### config.mk
export PLATFORM = sky130hd
export DESIGN_NAME = ram_arbiter_2p
export DESIGN_NICKNAME = d
export VERILOG_FILES = /design/src/rtl/ram_arbiter_2p.sv
export SDC_FILE = /design/constraint.sdc
export NUM_CORES = 1
export LEC_CHECK = 0
export ABC_CLOCK_PERIOD_IN_PS = 2600
export CAP_MARGIN = 0
export CELL_PAD_IN_SITES_DETAIL_PLACEMENT = 2
export CELL_PAD_IN_SITES_GLOBAL_PLACEMENT = 2
export CORE_MARGIN = 2
export CORE_UTILIZATION = 24
export CTS_CLUSTER_SIZE = 25
export DETAILED_ROUTE_END_ITERATION = 10
export HOLD_SLACK_MARGIN = 0.06
export PLACE_DENSITY_LB_ADDON = 0.08
export SETUP_SLACK_MARGIN = 0.1
export SYNTH_ARGS = -nofsm -noshare
export SYNTH_HDL_FRONTEND = slang
export SYNTH_SLANG_ARGS = --single-unit
### constraint.sdc
create_clock -name clk -period 2.6 [get_ports clk]
set_input_delay 0.39 -clock clk [delete_from_list [all_inputs] [get_ports clk]]
set_output_delay 0.39 -clock clk [all_outputs]
set_load 0.05 [all_outputs]
### src/rtl/ram_arbiter_2p.sv
// ram_arbiter_2p: two-port arbiter in front of a single-port registered RAM.
// Ports A and B each issue read or write commands. Only one command is in
// flight at a time. When both ports request together, the port that was not
// served most recently wins.
//   clk, reset      : clock; synchronous active-low reset
//   a_*/b_* req/we/addr/wdata : requester commands (held until gnt)
//   a_*/b_* gnt/rvalid/rdata  : grant pulse, read-valid pulse, held read data
//   ram_wr/ram_rd/ram_addr/ram_data/ram_dout : RAM side (dout is 1-cycle latency)
//   busy            : arbiter is not idle
module ram_arbiter_2p #(
  parameter int ADDR_W = 5,
  parameter int DATA_W = 8
) (
  input  logic              clk,
  input  logic              reset,
  input  logic              a_req,
  input  logic              a_we,
  input  logic [ADDR_W-1:0] a_addr,
  input  logic [DATA_W-1:0] a_wdata,
  input  logic              b_req,
  input  logic              b_we,
  input  logic [ADDR_W-1:0] b_addr,
  input  logic [DATA_W-1:0] b_wdata,
  output logic              a_gnt,
  output logic              b_gnt,
  output logic              a_rvalid,
  output logic              b_rvalid,
  output logic [DATA_W-1:0] a_rdata,
  output logic [DATA_W-1:0] b_rdata,
  output logic              ram_wr,
  output logic              ram_rd,
  output logic [ADDR_W-1:0] ram_addr,
  output logic [DATA_W-1:0] ram_data,
  input  logic [DATA_W-1:0] ram_dout,
  output logic              busy
);

  typedef enum logic [1:0] {IDLE, ISSUE, RDWAIT} state_e;

  state_e              state_q, state_d;
  logic                win_q, win_d;     // 0 = A, 1 = B
  logic                last_q, last_d;   // last served port, 0 = A, 1 = B
  logic                we_q, we_d;
  logic [ADDR_W-1:0]   addr_q, addr_d;
  logic [DATA_W-1:0]   data_q, data_d;
  logic [DATA_W-1:0]   a_rdata_q, a_rdata_d;
  logic [DATA_W-1:0]   b_rdata_q, b_rdata_d;
  logic                a_rvalid_q, a_rvalid_d;
  logic                b_rvalid_q, b_rvalid_d;
  logic                sel_b;

  // Under contention the port not served last wins; otherwise the sole requester.
  assign sel_b = (a_req && b_req) ? ~last_q : b_req;

  always_comb begin
    state_d    = state_q;
    win_d      = win_q;
    last_d     = last_q;
    we_d       = we_q;
    addr_d     = addr_q;
    data_d     = data_q;
    a_rdata_d  = a_rdata_q;
    b_rdata_d  = b_rdata_q;
    a_rvalid_d = 1'b0;
    b_rvalid_d = 1'b0;
    case (state_q)
      IDLE: begin
        if (a_req || b_req) begin
          win_d   = sel_b;
          last_d  = sel_b;
          we_d    = sel_b ? b_we    : a_we;
          addr_d  = sel_b ? b_addr  : a_addr;
          data_d  = sel_b ? b_wdata : a_wdata;
          state_d = ISSUE;
        end
      end
      ISSUE: state_d = we_q ? IDLE : RDWAIT;
      RDWAIT: begin
        // RAM output is valid this cycle; the rvalid pulse follows next cycle
        if (win_q) b_rdata_d = ram_dout;
        else       a_rdata_d = ram_dout;
        a_rvalid_d = ~win_q;
        b_rvalid_d = win_q;
        state_d    = IDLE;
      end
      default: state_d = IDLE;
    endcase
  end

  always_ff @(posedge clk) begin
    if (!reset) begin
      state_q    <= IDLE;
      win_q      <= 1'b0;
      last_q     <= 1'b1;  // B served last, so A wins first contention
      we_q       <= 1'b0;
      addr_q     <= '0;
      data_q     <= '0;
      a_rdata_q  <= '0;
      b_rdata_q  <= '0;
      a_rvalid_q <= 1'b0;
      b_rvalid_q <= 1'b0;
    end else begin
      state_q    <= state_d;
      win_q      <= win_d;
      last_q     <= last_d;
      we_q       <= we_d;
      addr_q     <= addr_d;
      data_q     <= data_d;
      a_rdata_q  <= a_rdata_d;
      b_rdata_q  <= b_rdata_d;
      a_rvalid_q <= a_rvalid_d;
      b_rvalid_q <= b_rvalid_d;
    end
  end

  // Latched command only changes on the IDLE->ISSUE edge, so the RAM address
  // and data naturally hold their last value outside ISSUE.
  assign ram_addr = addr_q;
  assign ram_data = data_q;
  assign ram_wr   = (state_q == ISSUE) &&  we_q;
  assign ram_rd   = (state_q == ISSUE) && !we_q;
  assign a_gnt    = (state_q == ISSUE) && !win_q;
  assign b_gnt    = (state_q == ISSUE) &&  win_q;
  assign a_rvalid = a_rvalid_q;
  assign b_rvalid = b_rvalid_q;
  assign a_rdata  = a_rdata_q;
  assign b_rdata  = b_rdata_q;
  assign busy     = (state_q != IDLE);

endmodule
# Yosys cells after proc, flatten, opt, wreduce, memory -nomap -nowiden
# Cells that the tools add are included.
[word_totals] out_inout_bits=36 ff_bits=36 input_bits=40 word_cells=36
[classes] n_reduce_logical=14 muxes=7 n_eq_ne=3 bitwise=2
[op_table] operator="$mux 8" n=1
[op_table] operator="$reduce_and 2->1" n=4
[op_table] operator="$logic_and 1x1->1" n=5
[op_table] operator="$mux 5" n=1
[op_table] operator="$mux 2" n=2
[op_table] operator="$pmux 2 s2" n=1
[op_table] operator="$eq 2x1->1 const B" n=1
[op_table] operator="$eq 2x2->1 const B" n=1
[op_table] operator="$logic_not 1->1" n=2
[op_table] operator="$logic_not 2->1" n=1
[op_table] operator="$mux 1" n=2
[op_table] operator="$ne 2x2->1 const B" n=1
[op_table] operator="$not 1->1" n=2
[op_table] operator="$reduce_bool 2->1" n=1
[op_table] operator="$logic_or 1x1->1" n=1

# Logic depth before layout (Yosys ltp)
# Gate-level depths: netlist of the first run.
[logic_depth] ltp_word=3 ltp_mapped=6 depth_no_buf=3

# Worst setup path before layout of the first run
# OpenSTA, ideal clock, no wires.
[synth_path] kind="reg-to-output" startpoint="register state_q[1]" endpoint="output port a_gnt" arrival_time_ps=1153 required_time_ps=2210 slack_ps=1057 path_buffers=0 stages_incl_launch_ff=3 cell_sequence="dfxtp_1 -> nand2b_1 -> nor2_1"
[synth_between] elab_chain_len=2
[synth_lines] item="from (decl)" line="40" rtl="state_e state_q, state_d;"
[synth_lines] item="from (signal assigned)" line="103" rtl="state_q <= state_d;"
[synth_lines] item="$eq 2x1->1" line="122" rtl="assign a_gnt = (state_q == ISSUE) && !win_q;"
[synth_lines] item="$logic_and 1x1->1" line="122"
[synth_lines] item="to (decl)" line="24" rtl="output logic a_gnt,"
# No other way between the ends.

# Worst setup path after layout of the first run
[layout_path] startpoint="register state_q[1]" endpoint="output port ram_wr"
[layout_between] elab_chain_len=2
[layout_lines] item="$eq 2x1->1" line="120" rtl="assign ram_wr = (state_q == ISSUE) && we_q;"
[layout_lines] item="$logic_and 1x1->1" line="120"
[layout_lines] item="to (decl)" line="30" rtl="output logic ram_wr,"
# No other way between the ends.

==> metrics.md, run 1 <==
| Metric | Value |
|---|---|
| Layout cells sized above 1 | `10.50%` |
| First-pass iteration count of the detailed router | `2` |
| Post-synth EDFFs | `0` |
| GPL Wtd Cong | `0.6740` |
| Setup crit end kind | `output port` |
| Crit path max fanout | `5` |
| Io pins | `76` |
| Starting Density | `24.38%` |
| Leakage | `0.9471 nW` |
| Buf+Inv Stages, Crit Path | `1` |
| Ys Warns | `0` |
| First-pass GRT wire length | `7.900 mm` |
| Critical path required time | `2210 ps` |
| Slew @ Worst Pin | `625.6 ps` |
| Pin count of the biggest net entering global routing | `22` |
| Critical path, cell by cell | `nand2b_1 > nor2_1 > clkdlybuf4s50_1` |
| Fin crit share | `83.11%` |
| GRT Residual Overflow | `0` |
| # Post-CTS Setup Buffers | `0` |
| Post-layout power | `1.426 mW` |
| Commonest non-fill, non-tap cell in the layout | `clkdlybuf4s50_1` |
| Clk slew on worst S/H paths | `60 ps` |
| Library cells used by synthesis | `25` |
| Ant. Diodes | `0` |
| Setup CP Type | `reg -> out` |
| Crit path largest cell delay | `820 ps` |
| Avg Cell Area, Syn | `9.334 sq um` |
| Ys async rst share | `0%` |
| Maximum buffer depth of the clock tree | `2` |
| HPWL Detailed | `3.648 mm` |
| Detailed-route vias per instance | `4.644` |
| Final Util | `38.77%` |
| Setup TNS | `0 ps` |
| Final setup viols | `0` |
| Slowest CP cell | `clkdlybuf4s50_1` |
| H-tree levels | `2` |
| Initial antenna violation count | `0` |
| Combined flip-flop and latch cell area | `720.7 sq um` |
| RSZ-0062 raised after global routing | `no` |
| CTS tree | `yes` |
| Slew Viols, Final | `0` |
| Most frequent cells in the layout | `74 x clkdlybuf4s50_1, 36 x dfxtp_1, 29 x nand2_1` |
| Gate Count Post-Synth | `163` |
| Seq/Total Area, Yosys | `47.37%` |
| Fillers | `698` |
| Multi-input gate area | `711.9 sq um` |
| Peak VDD IR | `0.0002356 V` |
| Syn Nets | `203` |
| Max Cap Viol | `0` |
| Die Ht | `83.62 microns` |
| Clock latency on the worst-skew pair | `270 ps` |
| Total wire length | `4.741 mm` |
| Global Route Usage Sum | `13.95%` |
| Layout area overhead | `59.05%` |
| Number of synthesized register bits | `36` |
| Synth Cell Area | `0.001521 sq mm` |
| Row count | `29` |
| CTS Root Cell | `clkbuf_8` |
| Status | `finished clean` |
| Resized Gates After CTS | `0` |
| Vias in the first global route | `1632` |
| Antenna Nets Post-Route | `0` |
| Number of remaining DRC errors | `0` |
| Post-layout min period | `2161 ps` |
| Final number of hold-violating endpoints | `0` |
| Data arrival at the endpoint of the critical path | `1770 ps` |
| Port Buf Inserts | `75` |
| Post-cts hold buffer count | `0` |
| WL/cell | `15.05 microns` |
| Die Wd | `83.62 microns` |
| Clock Skew | `4.446 ps` |
| Cell Pwr Density | `589.4 mW/mm^2` |
| Max Fclk | `0.4628 GHz` |
| Total die area | `0.006992 sq mm` |
| Clock sinks | `36` |
| Crit start category | `flop` |
| TritonCTS Buffers | `5` |
| Max_slew headroom | `58.16%` |
| Layout Nets | `277` |
| 1st-iter DRT viols | `17` |
| Crit-path leading delay family | `buffers and inverters` |
| HP Class | `reg -> reg` |
| Core area | `0.006241 sq mm` |
| Routed vias | `1463` |
| Most common flop cell mapped by yosys | `dfxtp_1` |
synthesized netlist by cell type, types with 2 or more instances:
| master | instances | share of area, % |
|---|---|---|
| dfxtp_1 | 36 | 47 |
| buf_1 | 2 | 0.49 |
| a311oi_1 | 4 | 2.3 |
| and3_1 | 2 | 0.82 |
| buf_2 | 3 | 0.99 |
| buf_6 | 2 | 1.5 |
| a311oi_2 | 10 | 9.9 |
| mux2i_1 | 16 | 11 |
| inv_1 | 4 | 0.99 |
| clkbuf_1 | 5 | 1.2 |
| nand2_1 | 29 | 7.2 |
| a21oi_1 | 16 | 5.3 |
| nor2_1 | 22 | 5.4 |
area by class of cell:
type                            instances  share of cell area, %
Inverter                                4                 0.6205
Multi-Input combinational cell        110                  29.42
Tap cell                               77                  3.981
Sequential cell                        36                  29.78
Clock buffer                            8                  3.723
Timing Repair Buffer                   80                  32.47
tightest hold or removal path: stages (launching register included):
cell and delay [ps]:
dfxtp_1 320, mux2i_1 70, nor2_1 70
kinds of logic after synthesis:
| group | Yosys count | share of synthesized area [%] |
|---|---|---|
| AND/OR/NAND/NOR | 60 | 16.53 |
| buffers and inverters | 17 | 6.167 |
| AO/OA/AOI/OAI | 34 | 19.41 |
| multiplexers | 16 | 10.53 |
| flip-flops | 36 | 47.37 |
flip-flops by register name, summed over array words and instances, names as in the netlist:
register	count
a_rdata	8
a_rvalid	1
b_rdata	8
b_rvalid	1
last_q	1
ram_addr	5
ram_data	8
state_q	2
we_q	1
win_q	1
where the power goes:
| group | total, mW | leakage [nW] | switching (mW) | internal [mW] |
|---|---|---|---|---|
| logic | 0.418 | 0.607 | 0.248 | 0.170 |
| registers | 0.615 | 0.295 | 0.0258 | 0.589 |
| clock network | 0.393 | 0.0455 | 0.177 | 0.216 |
metrics by stage:
step,hold slack [ps],std cells,setup WS [ps],area [sq um]
final,493.3,315,439.2,2420
after global routing,529.4,315,304.8,2420
after CTS,501.4,315,407.0,2420
after detailed placement,485.2,307,510.0,2330
after global placement,472.3,307,581.2,2330
after floorplan,450.7,163,1057,1521
routing by layer:
metal / GRT usage (%) / up-vias / wire length (microns)
met5: 0 / - / 0
met4: 4.399 / 0 / 49
met3: 3.759 / 2 / 233
met2: 25.60 / 49 / 2569
met1: 15.56 / 709 / 1888
li1: - / 703 / -
path summary, 6_finish.rpt:
kind | start | endpoint | slack (ps) | cells after the start
worst min-delay path | a_rdata[3]$_SDFFE_PN0P_ | a_rdata[3]$_SDFFE_PN0P_ | 490 | 2
worst min register to register | a_rdata[3]$_SDFFE_PN0P_ | a_rdata[3]$_SDFFE_PN0P_ | 490 | 2
worst max register to register | win_q$_SDFFE_PN0P_ | b_rdata[4]$_SDFFE_PN0P_ | 1210 | 3
worst max-delay path | state_q[1]$_SDFFE_PN0P_ | ram_wr | 440 | 3
(Power assumes the default switching activity.)
==> inputs of run 2 (changes only) <==
--- a/config.mk
+++ b/config.mk
@@ -5,12 +5,12 @@
 export SDC_FILE = /design/constraint.sdc
 export NUM_CORES = 1
 export LEC_CHECK = 0
-export ABC_CLOCK_PERIOD_IN_PS = 2600
+export ABC_CLOCK_PERIOD_IN_PS = 1850
 export CAP_MARGIN = 0
 export CELL_PAD_IN_SITES_DETAIL_PLACEMENT = 2
 export CELL_PAD_IN_SITES_GLOBAL_PLACEMENT = 2
 export CORE_MARGIN = 2
-export CORE_UTILIZATION = 24
+export CORE_UTILIZATION = 20
 export CTS_CLUSTER_SIZE = 25
 export DETAILED_ROUTE_END_ITERATION = 10
 export HOLD_SLACK_MARGIN = 0.06
==> constraint.sdc (replaced) <==
create_clock -name clk -period 1.85 [get_ports clk]
set_input_delay 0.2775 -clock clk [delete_from_list [all_inputs] [get_ports clk]]
set_output_delay 0.2775 -clock clk [all_outputs]
set_load 0.05 [all_outputs]
==> run 2 against run 1 <==
  * First-iteration DRC count grew 59%
  * Core utilization shrank 4.4 points
  * Critical path depth shrank 2
  * Setup slack lost 300 ps
  * Final area grew 3.5%
  * Sequential cell count is the same
==> metrics.md, run 2 (synthesis results as in run 1) <==
| Metric | Value |
|---|---|
| Status | `finished clean (unchanged)` |
| GRT Residual Overflow | `0 (unchanged)` |
| Initial antenna violation count | `0 (unchanged)` |
| WL/cell | `15.87 microns (was 15.05 microns)` |
| RSZ-0062 raised after global routing | `no (unchanged)` |
| Slew Viols, Final | `0 (unchanged)` |
| Pin count of the biggest net entering global routing | `24 (was 22)` |
| Total wire length | `5.396 mm (was 4.741 mm)` |
| Data arrival at the endpoint of the critical path | `1440 ps (was 1770 ps)` |
| Row count | `31 (was 29)` |
| H-tree levels | `2 (unchanged)` |
| Placement Setup Slack | `118.6 ps (was 510.0 ps)` |
| Layout cells sized above 1 | `13.28% (was 10.50%)` |
| Detailed-route vias per instance | `4.306 (was 4.644)` |
| First-pass GRT wire length | `8.832 mm (was 7.900 mm)` |
| Routed vias | `1464 (was 1463)` |
| Ant. Diodes | `0 (unchanged)` |
| Maximum buffer depth of the clock tree | `2 (unchanged)` |
| Port Buf Inserts | `75 (unchanged)` |
| Post-cts hold buffer count | `0 (unchanged)` |
| Clk slew on worst S/H paths | `70 ps (was 60 ps)` |
| Starting Density | `20.86% (was 24.38%)` |
| First-pass iteration count of the detailed router | `3 (was 2)` |
| Crit path largest cell delay | `810 ps (was 820 ps)` |
| Global Route Usage Sum | `13.40% (was 13.95%)` |
| Slew @ Worst Pin | `616.0 ps (was 625.6 ps)` |
| Post-layout min period | `1714 ps` |
| Number of remaining DRC errors | `0 (unchanged)` |
| CTS Root Cell | `clkbuf_8 (unchanged)` |
| Layout area overhead | `64.56% (was 59.05%)` |
| Clock latency on the worst-skew pair | `280 ps (was 270 ps)` |
| Most frequent cells in the layout | `48 x clkdlybuf4s50_1, 36 x dfxtp_1, 29 x nand2_1 (was 74 x clkdlybuf4s50_1, 36 x dfxtp_1, 29 x nand2_1)` |
| Slowest CP cell | `clkdlybuf4s50_1 (unchanged)` |
| Leakage | `1.294 nW (was 0.9471 nW)` |
| Core area | `0.007292 sq mm (was 0.006241 sq mm)` |
| Cell Pwr Density | `810.4 mW/mm^2 (was 589.4 mW/mm^2)` |
| # Post-CTS Setup Buffers | `0 (unchanged)` |
| Setup WS post-layout | `135.7 ps (was 439.2 ps)` |
| Crit-path leading delay family | `buffers and inverters (unchanged)` |
| HP Class | `reg -> reg (unchanged)` |
| Crit start category | `flop (unchanged)` |
| Layout Nets | `280 (was 277)` |
| Die Ht | `91.22 microns (was 83.62 microns)` |
| Die Wd | `91.22 microns (was 83.62 microns)` |
| Max Fclk | `0.5833 GHz` |
| Vias in the first global route | `1716 (was 1632)` |
| HPWL Detailed | `3.970 mm (was 3.648 mm)` |
| Clock sinks | `36 (unchanged)` |
| Total die area | `0.008321 sq mm (was 0.006992 sq mm)` |
| Critical path, cell by cell | `clkdlybuf4s50_1 (was nand2b_1 > nor2_1 > clkdlybuf4s50_1)` |
| TritonCTS Buffers | `5 (unchanged)` |
| CTS tree | `yes (unchanged)` |
| Commonest non-fill, non-tap cell in the layout | `clkdlybuf4s50_1 (unchanged)` |
| Max_slew headroom | `58.81% (was 58.16%)` |
| GPL Wtd Cong | `0.7071 (was 0.6740)` |
| Critical path required time | `1570 ps (was 2210 ps)` |
| Final number of hold-violating endpoints | `0 (unchanged)` |
| Crit path max fanout | `2 (was 5)` |
| Buf+Inv Stages, Crit Path | `1 (unchanged)` |
| Setup crit end kind | `output port (unchanged)` |
| Setup CP Type | `reg -> out (unchanged)` |
| Clock Skew | `4.170 ps (was 4.446 ps)` |
| Setup TNS | `0 ps (unchanged)` |
| Final setup viols | `0 (unchanged)` |
| 1st-iter DRT viols | `27 (was 17)` |
| Antenna Nets Post-Route | `0 (unchanged)` |
| Io pins | `76 (unchanged)` |
| Peak VDD IR | `0.0002382 V (was 0.0002356 V)` |
| Max Cap Viol | `0 (unchanged)` |
| Fin crit share | `92.66%` |
| Final Util | `34.33% (was 38.77%)` |
## run 2: cell count changes in the layout (fill, tap and decap cells not counted)
| cell | previous run | this run |
|---|---|---|
| buf_4 | 6 | 13 |
| clkdlybuf4s50_1 | 74 | 48 |
| dlymetal6s2s_1 | 0 | 19 |
| dlygate4sd2_1 | 0 | 3 |
## run 2: path summary, 6_finish.rpt
path                                  from  slack (ps)                      end  depth (start not counted)
hold reg to reg    b_rdata[0]$_SDFFE_PN0P_         500  b_rdata[0]$_SDFFE_PN0P_                          2
setup reg to reg        win_q$_SDFFE_PN0P_         470  b_rdata[1]$_SDFFE_PN0P_                          3
hold / removal     b_rdata[0]$_SDFFE_PN0P_         500  b_rdata[0]$_SDFFE_PN0P_                          2
setup / recovery  ram_data[1]$_SDFFE_PN0P_         140              ram_data[1]                          1
## run 2: layout make-up
| type | instances | area [sq um] |
|---|---|---|
| fill | 835 | 4788 |
| timing repair buffer | 83 | 842.1 |
| sequential | 36 | 720.7 |
| multi-input combinational | 110 | 711.9 |
| tap | 99 | 123.9 |
| clock buffer | 8 | 90.09 |
| inverter | 4 | 15.01 |
## run 2: what timing repair did
action,4_1_cts,5_1_grt
setup endpoints to repair,3,19
pin swaps,0,0
resized for setup,3,19
## run 2: stage by stage
| step | power, mW | hold slack [ps] | std cells | instance area (sq um) |
|---|---|---|---|---|
| finish | 2.029 | 504.0 | 340 | 2504 |
| floorplan | 1.247 | 353.7 | 163 | 1521 |
| global route | 2.136 | 541.4 | 340 | 2504 |
| detailed placement | 1.493 | 497.6 | 332 | 2370 |
| global placement | 1.474 | 471.1 | 332 | 2370 |
| CTS | 2.073 | 518.2 | 340 | 2456 |
## run 2: power by group
| part | leakage (nW) | switching (mW) | internal, mW |
|---|---|---|---|
| clock | 0.0455 | 0.268 | 0.304 |
| combinational | 0.954 | 0.360 | 0.237 |
| sequential | 0.295 | 0.0327 | 0.828 |
## run 2: metal layers
metal	wire length [microns]	global-route usage, %	vias up
li1	-	-	712
met1	2292	15.26	706
met2	2802	24.20	42
met3	262	4.398	4
met4	38	3.030	0
met5	0	0	-
